### config.mk
export PLATFORM = sky130hd
export DESIGN_NAME = multicycle_ctrl
export DESIGN_NICKNAME = d
export VERILOG_FILES = /design/src/rtl/multicycle_ctrl.sv
export SDC_FILE = /design/constraint.sdc
export NUM_CORES = 1
export LEC_CHECK = 0
export ABC_AREA = 1
export BUFFER_PORTS_ARGS = -buffer_cell sky130_fd_sc_hd__buf_2
export CORE_ASPECT_RATIO = 1.2
export CORE_MARGIN = 2
export CORE_UTILIZATION = 40
export DETAILED_ROUTE_END_ITERATION = 7
export PLACE_DENSITY = 0.77
export SYNTH_ARGS = -nofsm -noshare
export SYNTH_HDL_FRONTEND = slang
export SYNTH_SLANG_ARGS = --single-unit
### constraint.sdc
create_clock -name CLK -period 1.35 [get_ports CLK]
set_input_delay 0.0675 -clock CLK [delete_from_list [all_inputs] [get_ports CLK]]
set_output_delay 0.0675 -clock CLK [all_outputs]
set_load 0.005 [all_outputs]
### src/rtl/multicycle_ctrl.sv
// -----------------------------------------------------------------------------
// multicycle_ctrl
//
// Control unit for the multicycle RV64 datapath. Handshakes with instruction
// and data memories through req/ready so memories may take any number of
// cycles. A per-state wait counter converts a stalled request into a bus error.
//
// Optional build macro:
//   ILLEGAL_TRAP_EN  - illegal decodes enter a one-cycle TRAP state that loads
//                      the trap vector into PC. When undefined, an illegal
//                      instruction simply retires as a NOP and trap stays 0.
//
// Parameters:
//   TIMEOUT     maximum request cycles without ready before bus error (>=1)
//
// Ports:
//   CLK, RST                 clock / synchronous active-high reset
//   opcode, funct3, funct7_5 instruction fields from the instruction register
//   zero                     ALU zero flag (branch resolution)
//   imem_ready, dmem_ready   memory completion strobes
//   imem_req, dmem_req       memory requests; dmem_we marks a data write
//   ir_we, pc_we, ab_we,
//   alu_out_we, mdr_we,
//   rf_we                    datapath register enables (ab_we loads A and B)
//   alu_a_sel                0=A, 1=PC, 2=old PC
//   alu_b_sel                0=B, 1=4, 2=imm, 3=imm<<1
//   alu_op                   000 add, 001 sub, 010 and, 011 or, 100 xor
//   pc_src                   0=ALU, 1=ALU_OUT, 2=trap vector
//   wb_sel                   0=ALU_OUT, 1=MDR
//   bus_err, trap, halted    status
//   state                    current state encoding (debug)
// -----------------------------------------------------------------------------
module multicycle_ctrl #(
  parameter int TIMEOUT = 16
) (
  input  logic       CLK,
  input  logic       RST,
  input  logic [6:0] opcode,
  input  logic [2:0] funct3,
  input  logic       funct7_5,
  input  logic       zero,
  input  logic       imem_ready,
  input  logic       dmem_ready,
  output logic       imem_req,
  output logic       dmem_req,
  output logic       dmem_we,
  output logic       ir_we,
  output logic       pc_we,
  output logic       ab_we,
  output logic       alu_out_we,
  output logic       mdr_we,
  output logic       rf_we,
  output logic [1:0] alu_a_sel,
  output logic [1:0] alu_b_sel,
  output logic [2:0] alu_op,
  output logic [1:0] pc_src,
  output logic       wb_sel,
  output logic       bus_err,
  output logic       trap,
  output logic       halted,
  output logic [3:0] state
);

  localparam int CW = $clog2(TIMEOUT + 1);

  typedef enum logic [3:0] {
    IDLE     = 4'd0,
    FETCH    = 4'd1,
    DECODE   = 4'd2,
    EXEC_R   = 4'd3,
    EXEC_I   = 4'd4,
    MEM_ADDR = 4'd5,
    MEM_RD   = 4'd6,
    MEM_WR   = 4'd7,
    WB_ALU   = 4'd8,
    WB_LD    = 4'd9,
    BRANCH   = 4'd10,
    TRAP     = 4'd11,
    HALT     = 4'd12,
    ERR      = 4'd13
  } state_t;

  localparam logic [6:0] OP_R      = 7'b0110011;
  localparam logic [6:0] OP_I      = 7'b0010011;
  localparam logic [6:0] OP_LOAD   = 7'b0000011;
  localparam logic [6:0] OP_STORE  = 7'b0100011;
  localparam logic [6:0] OP_BRANCH = 7'b1100011;
  localparam logic [6:0] OP_SYSTEM = 7'b1110011;

  localparam logic [2:0] ALU_ADD = 3'b000;
  localparam logic [2:0] ALU_SUB = 3'b001;
  localparam logic [2:0] ALU_AND = 3'b010;
  localparam logic [2:0] ALU_OR  = 3'b011;
  localparam logic [2:0] ALU_XOR = 3'b100;

`ifdef ILLEGAL_TRAP_EN
  localparam state_t ILLEGAL_TARGET = TRAP;
`else
  localparam state_t ILLEGAL_TARGET = FETCH;
`endif

  state_t        state_reg, state_next, dispatch;
  logic [CW-1:0] cnt_reg, cnt_next, cnt_inc;
  logic          timeout_hit, waiting;
  logic          r_legal, i_legal, b_legal;
  logic [2:0]    r_op;

  // Decode legality and R-type ALU function; the IR is stable for the whole
  // instruction so these can be used in DECODE and in EXEC_R alike.
  assign r_legal = (funct3 == 3'b000) || (funct3 == 3'b111) ||
                   (funct3 == 3'b110) || (funct3 == 3'b100);
  assign i_legal = (funct3 == 3'b000);
  assign b_legal = (funct3[2:1] == 2'b00);

  always_comb begin
    r_op = ALU_ADD;
    case (funct3)
      3'b000:  r_op = funct7_5 ? ALU_SUB : ALU_ADD;
      3'b111:  r_op = ALU_AND;
      3'b110:  r_op = ALU_OR;
      3'b100:  r_op = ALU_XOR;
      default: r_op = ALU_ADD;
    endcase
  end

  always_comb begin
    dispatch = ILLEGAL_TARGET;
    case (opcode)
      OP_R:      if (r_legal) dispatch = EXEC_R;
      OP_I:      if (i_legal) dispatch = EXEC_I;
      OP_LOAD,
      OP_STORE:  dispatch = MEM_ADDR;
      OP_BRANCH: if (b_legal) dispatch = BRANCH;
      OP_SYSTEM: dispatch = HALT;
      default:   dispatch = ILLEGAL_TARGET;
    endcase
  end

  // The cycle that would bring the counter to TIMEOUT without ready is the
  // last one tolerated; ready in that same cycle still wins in the FSM below.
  assign cnt_inc     = cnt_reg + 1'b1;
  assign timeout_hit = (cnt_inc == CW'(TIMEOUT));
  assign waiting     = ((state_reg == FETCH)  && !imem_ready) ||
                       ((state_reg == MEM_RD) && !dmem_ready) ||
                       ((state_reg == MEM_WR) && !dmem_ready);

  always_ff @(posedge CLK) begin
    if (RST) begin
      state_reg <= IDLE;
      cnt_reg   <= '0;
    end else begin
      state_reg <= state_next;
      cnt_reg   <= cnt_next;
    end
  end

  always_comb begin
    cnt_next = cnt_reg;
    if (state_next != state_reg) cnt_next = '0;
    else if (waiting)            cnt_next = cnt_inc;
  end

  always_comb begin
    state_next = state_reg;
    imem_req   = 1'b0;
    dmem_req   = 1'b0;
    dmem_we    = 1'b0;
    ir_we      = 1'b0;
    pc_we      = 1'b0;
    ab_we      = 1'b0;
    alu_out_we = 1'b0;
    mdr_we     = 1'b0;
    rf_we      = 1'b0;
    alu_a_sel  = 2'd0;
    alu_b_sel  = 2'd0;
    alu_op     = ALU_ADD;
    pc_src     = 2'd0;
    wb_sel     = 1'b0;
    bus_err    = 1'b0;
    trap       = 1'b0;
    halted     = 1'b0;

    case (state_reg)
      IDLE: state_next = FETCH;

      FETCH: begin
        imem_req  = 1'b1;
        alu_a_sel = 2'd1;
        alu_b_sel = 2'd1;
        alu_op    = ALU_ADD;
        if (imem_ready) begin
          ir_we      = 1'b1;
          pc_we      = 1'b1;
          pc_src     = 2'd0;
          state_next = DECODE;
        end else if (timeout_hit) begin
          state_next = ERR;
        end
      end

      DECODE: begin
        // Speculatively compute the branch target while A/B load.
        ab_we      = 1'b1;
        alu_a_sel  = 2'd2;
        alu_b_sel  = 2'd3;
        alu_op     = ALU_ADD;
        alu_out_we = 1'b1;
        state_next = dispatch;
      end

      EXEC_R: begin
        alu_a_sel  = 2'd0;
        alu_b_sel  = 2'd0;
        alu_op     = r_op;
        alu_out_we = 1'b1;
        state_next = WB_ALU;
      end

      EXEC_I: begin
        alu_a_sel  = 2'd0;
        alu_b_sel  = 2'd2;
        alu_op     = ALU_ADD;
        alu_out_we = 1'b1;
        state_next = WB_ALU;
      end

      WB_ALU: begin
        rf_we      = 1'b1;
        wb_sel     = 1'b0;
        state_next = FETCH;
      end

      MEM_ADDR: begin
        alu_a_sel  = 2'd0;
        alu_b_sel  = 2'd2;
        alu_op     = ALU_ADD;
        alu_out_we = 1'b1;
        state_next = (opcode == OP_LOAD) ? MEM_RD : MEM_WR;
      end

      MEM_RD: begin
        dmem_req = 1'b1;
        if (dmem_ready) begin
          mdr_we     = 1'b1;
          state_next = WB_LD;
        end else if (timeout_hit) begin
          state_next = ERR;
        end
      end

      WB_LD: begin
        rf_we      = 1'b1;
        wb_sel     = 1'b1;
        state_next = FETCH;
      end

      MEM_WR: begin
        dmem_req = 1'b1;
        dmem_we  = 1'b1;
        if (dmem_ready)       state_next = FETCH;
        else if (timeout_hit) state_next = ERR;
      end

      BRANCH: begin
        // beq/bne: funct3[0] inverts the sense of the zero flag.
        alu_a_sel = 2'd0;
        alu_b_sel = 2'd0;
        alu_op    = ALU_SUB;
        if (zero ^ funct3[0]) begin
          pc_we  = 1'b1;
          pc_src = 2'd1;
        end
        state_next = FETCH;
      end

      TRAP: begin
`ifdef ILLEGAL_TRAP_EN
        pc_we  = 1'b1;
        pc_src = 2'd2;
        trap   = 1'b1;
`endif
        state_next = FETCH;
      end

      HALT: halted = 1'b1;

      ERR: bus_err = 1'b1;

      default: state_next = IDLE;
    endcase

    // Reset silences the datapath immediately, before the registered reset
    // takes effect on the next edge.
    if (RST) begin
      imem_req   = 1'b0;
      dmem_req   = 1'b0;
      dmem_we    = 1'b0;
      ir_we      = 1'b0;
      pc_we      = 1'b0;
      ab_we      = 1'b0;
      alu_out_we = 1'b0;
      mdr_we     = 1'b0;
      rf_we      = 1'b0;
      alu_a_sel  = 2'd0;
      alu_b_sel  = 2'd0;
      alu_op     = ALU_ADD;
      pc_src     = 2'd0;
      wb_sel     = 1'b0;
      bus_err    = 1'b0;
      trap       = 1'b0;
      halted     = 1'b0;
    end
  end

  assign state = RST ? 4'd0 : state_reg;

endmodule

# --- Word level (Yosys, flattened, before mapping) ---
# Cells that the tools add are included.
totals:
  reg_bits: 9
  input_bits: 16
  out_inout_bits: 26
  word_cells: 99
op_classes:
  add_sub_neg: 1
  n_eq_ne: 24
  mux: 49
  bitwise_logic: 1
  n_reduce_logical: 22
op_table:
  columns: ["operator", "n"]
  rows:
  - ["$pmux 4 s8", 1]
  - ["$mux 1", 30]
  - ["$eq 4x4->1 const B", 6]
  - ["$mux 4", 6]
  - ["$pmux 4 s5", 1]
  - ["$eq 4x3->1 const B", 4]
  - ["$eq 7x6->1 const B", 2]
  - ["$eq 7x7->1 const B", 2]
  - ["$reduce_or 2->1", 7]
  - ["$pmux 3 s4", 1]
  - ["$eq 3x3->1 const B", 3]
  - ["$eq 4x2->1 const B", 2]
  - ["$mux 2", 4]
  - ["$eq 7x2->1 const B", 1]
  - ["$eq 7x5->1 const B", 1]
  - ["$mux 3", 2]
  - ["$pmux 2 s3", 1]
  - ["$pmux 3 s2", 1]
  - ["$add 5x1->5 const B", 1]
  - ["$eq 5x5->1 const B", 1]
  - ["$logic_or 1x1->1", 5]
  - ["$reduce_or 5->1", 1]
  - ["$eq 4x1->1 const B", 1]
  - ["$logic_not 4->1", 1]
  - ["other kinds (9)", 12]

# --- Longest topological paths before layout ---
depth:
  ltp_word: 9
  depth_mapped: 14
  depth_no_buf: 14

# --- Worst setup path after synthesis ---
# No wires, ideal clock.
synth_timing:
  kind: "reg2reg"
  from: "register cnt_reg[0]"
  to: "register cnt_reg[0]"
  setup_time_ns: 0.065
  t_arrival_ns: 1.422
  required_ns: 1.285
  path_slack_ns: -0.137
  stages_incl_launch_ff: 13
  path_buffers: 0
  synth_period_minus_slack_ns: 1.487
  path_cell_list: "dfxtp_1 -> ha_1 -> nand3_1 -> nand2_1 -> nand2_1 -> nand3_1 -> nand2_1 -> nand2_4 -> nand2_2 -> nand2_2 -> a21oi_2 -> nand3_2 -> nor2_1"
synth_via:
  elab_chain_cells: 7
  elab_cells_between_ends: 9
  classes_between: "1 x add/sub; 2 x eq/ne; 5 x mux; 1 x reduce/logical"
synth_lines:
  columns: ["item", "line", "source"]
  rows:
  - ["start: declaration", "103", "logic [CW-1:0] cnt_reg, cnt_next, cnt_inc;"]
  - ["start signal: assignment", "153", "cnt_reg <= cnt_next;"]
  - ["$add 5x1->5 (*)", "141", "assign cnt_inc = cnt_reg + 1'b1;"]
  - ["$eq 5x5->1", "142", "assign timeout_hit = (cnt_inc == CW'(TIMEOUT));"]
  - ["$mux 4", "196, 246, 261", null]
  - ["$mux 4, on equally long branches", "260, 191, 243", null]
  - ["$pmux 4 s8", "183", "case (state_reg)"]
  - ["$ne 4x4->1", "159", "if (state_next != state_reg) cnt_next = '0;"]
  - ["$reduce_or 2->1 (no source line)", null, null]
# Every way passes the cells marked *; elsewhere a longest branch is shown, timed or not.
# A chain may end at the register's enable or synchronous reset.

# --- Worst setup path in the final report ---
layout_timing:
  from: "register state_reg[3]"
  to: "register cnt_reg[2]"
layout_via:
  elab_chain_cells: 5
  elab_cells_between_ends: 29
  classes_between: "14 x eq/ne; 5 x mux; 10 x reduce/logical"
layout_lines:
  columns: ["item", "line", "source"]
  rows:
  - ["start: declaration", "102", "state_t state_reg, state_next, dispatch;"]
  - ["start signal: assignment", "152", "state_reg <= state_next;"]
  - ["$eq 4x4->1 (tied with other cells)", "183", null]
  - ["$reduce_or 5->1 (no source line) (tied with other cells)", null, null]
  - ["$pmux 4 s8", "183", null]
  - ["$ne 4x4->1", "159", null]
  - ["$reduce_or 2->1 (no source line)", null, null]
# Parallel ways exist; a longest one is shown, timed or not.

==> qor.tcl <==
set qor(setup_slack_ps) -276
set qor(std_cell_rows) 20
set qor(antenna_found_initial) 0
set qor(drt_wl_total_mm) 4.05
set qor(die-area_um2) 3040
set qor(rsz_0062_raised_after_global_routing) {true}
set qor(first_global_vias) 1309
set qor(cts.reportedPaths.clkPinSlew_ps) 70
set qor(p_leak_uw) 0.000992
set qor(design.portCount) 42
set qor(crit-reg2reg-capture) {cnt_reg[2]}
set qor(drt-initial-drc-count) 54
set qor(finalSetupViolations) 23
set qor(coreArea_um2) 2500
set qor(synth_area_leaders) {nand2_1 18%, dfxtp_1 17%, nor2_1 12%, inv_1 8.6%, nand3_1 7.2%}
set qor(clock-skew-final_ps) 6.42
set qor(worst_reg2reg_path_depth) 13
set qor(initial_core_util_pct) 41.8
set qor(tritoncts.num_buffers) 3
set qor(required_ps) 1560
set qor(r2r_setup_slack_ps) -280
set qor(routed_via_density) 5.02
set qor(peakVddDrop_mv) 0.410
set qor(numClockSinks) 9
set qor(cts.htree.levels) 1
set qor(port-buffer-count) 39
set qor(die_y_um) 60.0
set qor(critical_path_end_type) {flop}
set qor(detail_route_antenna_nets) 0
set qor(max_freq_ghz) 0.615
set qor(postSynth.topFlopCell) {dfxtp_1}
set qor(hold_path_startpoint) {dmem_ready}
set qor(yosys.area.top_type_share_pct) 17.6
set qor(route.detailed.drc) 0
set qor(totalNegativeSetupSlack_ps) -3660
set qor(power.density_nw_per_um2) 462
set qor(count_of_synthesis_stage_warnings_from_yosys) 0
set qor(post_route_cells_drive_above_1_share_pct) 57.8
set qor(hold_path_class) {input pin to flop}
set qor(globalRouteTotalUtil_pct) 23.5
set qor(grt_start_max_net_pins) 15
set qor(outcome) {finished, violations left}
set qor(max_reg_flops) 5
set qor(tritoncts_clock_tree) {yes}
set qor(synth.distinct_cells) 27
set qor(post_cts_hold_buffer_count) 0
set qor(finalNonFillerCells) 308
set qor(synth-async-reset-ratio_pct) 0
set qor(place.gp.congestion) 0.875
set qor(whs_endpoint) {state_reg[3]}
set qor(placed_cells) 288
set qor(slew_violations) 0
set qor(nNetsFinal) 293
set qor(clock_insertion_delay_worst_skew_ps) 270
set qor(die-width_um) 50.7
set qor(drtPass1Iterations) 4
set qor(post-dp-hpwl_mm) 2.53
set qor(place_worst_setup_slack_ps) -219
set qor(hold_path_depth) 6
set qor(synth_cells) 191
set qor(area.growth.synth_to_final_pct) 81.1
set qor(worst_r2r_startpoint) {state_reg[3]}
set qor(dr_total_vias) 1547
set qor(ctsRootBufferMaster) {clkbuf_4}
set qor(syn-cell-area_um2) 1040
set qor(n_antenna_cell) 0
set qor(synth_edf_count) 0
set qor(grt_first_pass_wirelength_mm) 5.44
set qor(fin_crit_sh_pct) 120
set qor(yosysMostFrequentCell) {nand2_1}
set qor(violations) {setup timing}
set qor(worst_setup_path_start_kind) {flop}
set qor(netlist_top_cells_count) {49 x nand2_1, 33 x nor2_1, 24 x inv_1}
set qor(cts-root-to-sink-buffers) 2
set qor(ys_seq_area_share_pct) 17.2
set qor(maxCapViolations) 0
set qor(grt_overflow_total) 0
set qor(critPathMaxFanout) 5
set qor(synthesis_stage_register_bit_count) 9
set qor(post_drt_wl_per_cell_um) 13.1
set qor(timing.final.crit_period_ps) 1630
set qor(hold_viol) 0
set qor(timing.critical_path.arrival_ps) 1830
set qor(post_syn_area_per_cell_um2) 5.47
set qor(yosysTopAreaCell) {nand2_1}
set qor(crit_path_kind) {flop to flop}
-- per-layer routing --
layer  up-vias  part of all wire (%)  wire length [um]  track usage, %
met5         -                     0                 0               0
met4         0                   4.0               164            12.4
met3        19                   4.2               169            2.00
met2        58                    52              2090            42.7
met1       690                    40              1630            27.3
li1        780                     -                 -               -
-- metrics by stage --
step / power (uW) / utilization, % / hold slack (ps) / area (um2)
global route: 923 / 75.6 / 323 / 1890
detailed placement: 558 / 60.6 / 495 / 1520
finish: 873 / 75.6 / 306 / 1890
CTS: 791 / 68.0 / 304 / 1700
floorplan: 434 / - / 171 / 1090
global placement: 553 / 60.6 / 493 / 1520
-- worst max path at each step --
stage	from	to	slack (ps)	depth (start not counted)
finish	state_reg[3]	cnt_reg[2]	-280	13
global route	state_reg[3]	cnt_reg[0]	-350	13
CTS	cnt_reg[1]	cnt_reg[1]	-210	12
detailed placement	cnt_reg[1]	cnt_reg[1]	-220	13
global placement	state_reg[0]	cnt_reg[0]	-210	10
floorplan	state_reg[3]	cnt_reg[1]	-50	13
-- cells by family (layout without fill, tap and decap cells) --
logic type	after synthesis	in the layout	synth area share, %
AND/OR/NAND/NOR	123	123	53.7
buffers and inverters	34	117	13.3
AO/OA/AOI/OAI	19	19	10.8
flip-flops	9	9	17.2
XOR/XNOR	3	3	2.52
adder cells (fa/ha/maj)	1	1	1.20
other	1	2	0.359
multiplexers	1	1	0.958
-- worst max-delay path, cell delays in order, from the launching register on --
cell,delay [ps]
dfxtp_4,380
inv_4,60
buf_4,140
nand2_4,50
nor2_2,40
nor2_1,80
nand3_1,90
a21oi_2,140
nand3_1,100
nand2_1,80
nand2_1,80
inv_2,100
nand3_4,110
nor2_1,120
-- layout make-up --
cell class | count | area [um2]
inverters | 29 | 116
clock buffers | 3 | 22.5
multi-input cells | 149 | 953
well taps | 33 | 41.3
clock inverters | 1 | 5.00
fillers | 192 | 611
flip-flops and latches | 9 | 205
repair buffers | 84 | 548
-- power by group --
| group | total (uW) | internal [uW] | leakage [uW] | switching (uW) |
|---|---|---|---|---|
| sequential | 282 | 267 | 0.0000785 | 15.6 |
| clock | 221 | 110 | 0.0000177 | 111 |
| combinational | 370 | 160 | 0.000896 | 210 |
| total | 873 | 537 | 0.000992 | 337 |
-- timing repair --
item	CTS	global route
buffers inserted	9	8
cloned	0	0
endpoints found under the setup margin	18	27
pin swaps	12	20
endpoints found under the hold margin	0	0
resized for setup	25	45
-- cell usage in the layout, fill, tap and decap left out, types with 3 or more instances in the layout --
cell type	instances
buf_2	39
o21ai_0	3
nand2_4	5
nor2_1	21
buf_6	4
nor3_1	3
nand3_1	10
clkbuf_4	3
a21oi_1	4
nor2_2	7
nand3_2	4
inv_1	18
inv_2	9
buf_4	41
o21ai_1	3
nand2_1	37
dfxtp_4	6
nand4_1	4
nor2_4	9
a21oi_2	4
nand2_2	13
nor3_2	4
(Power assumes the default switching activity.)
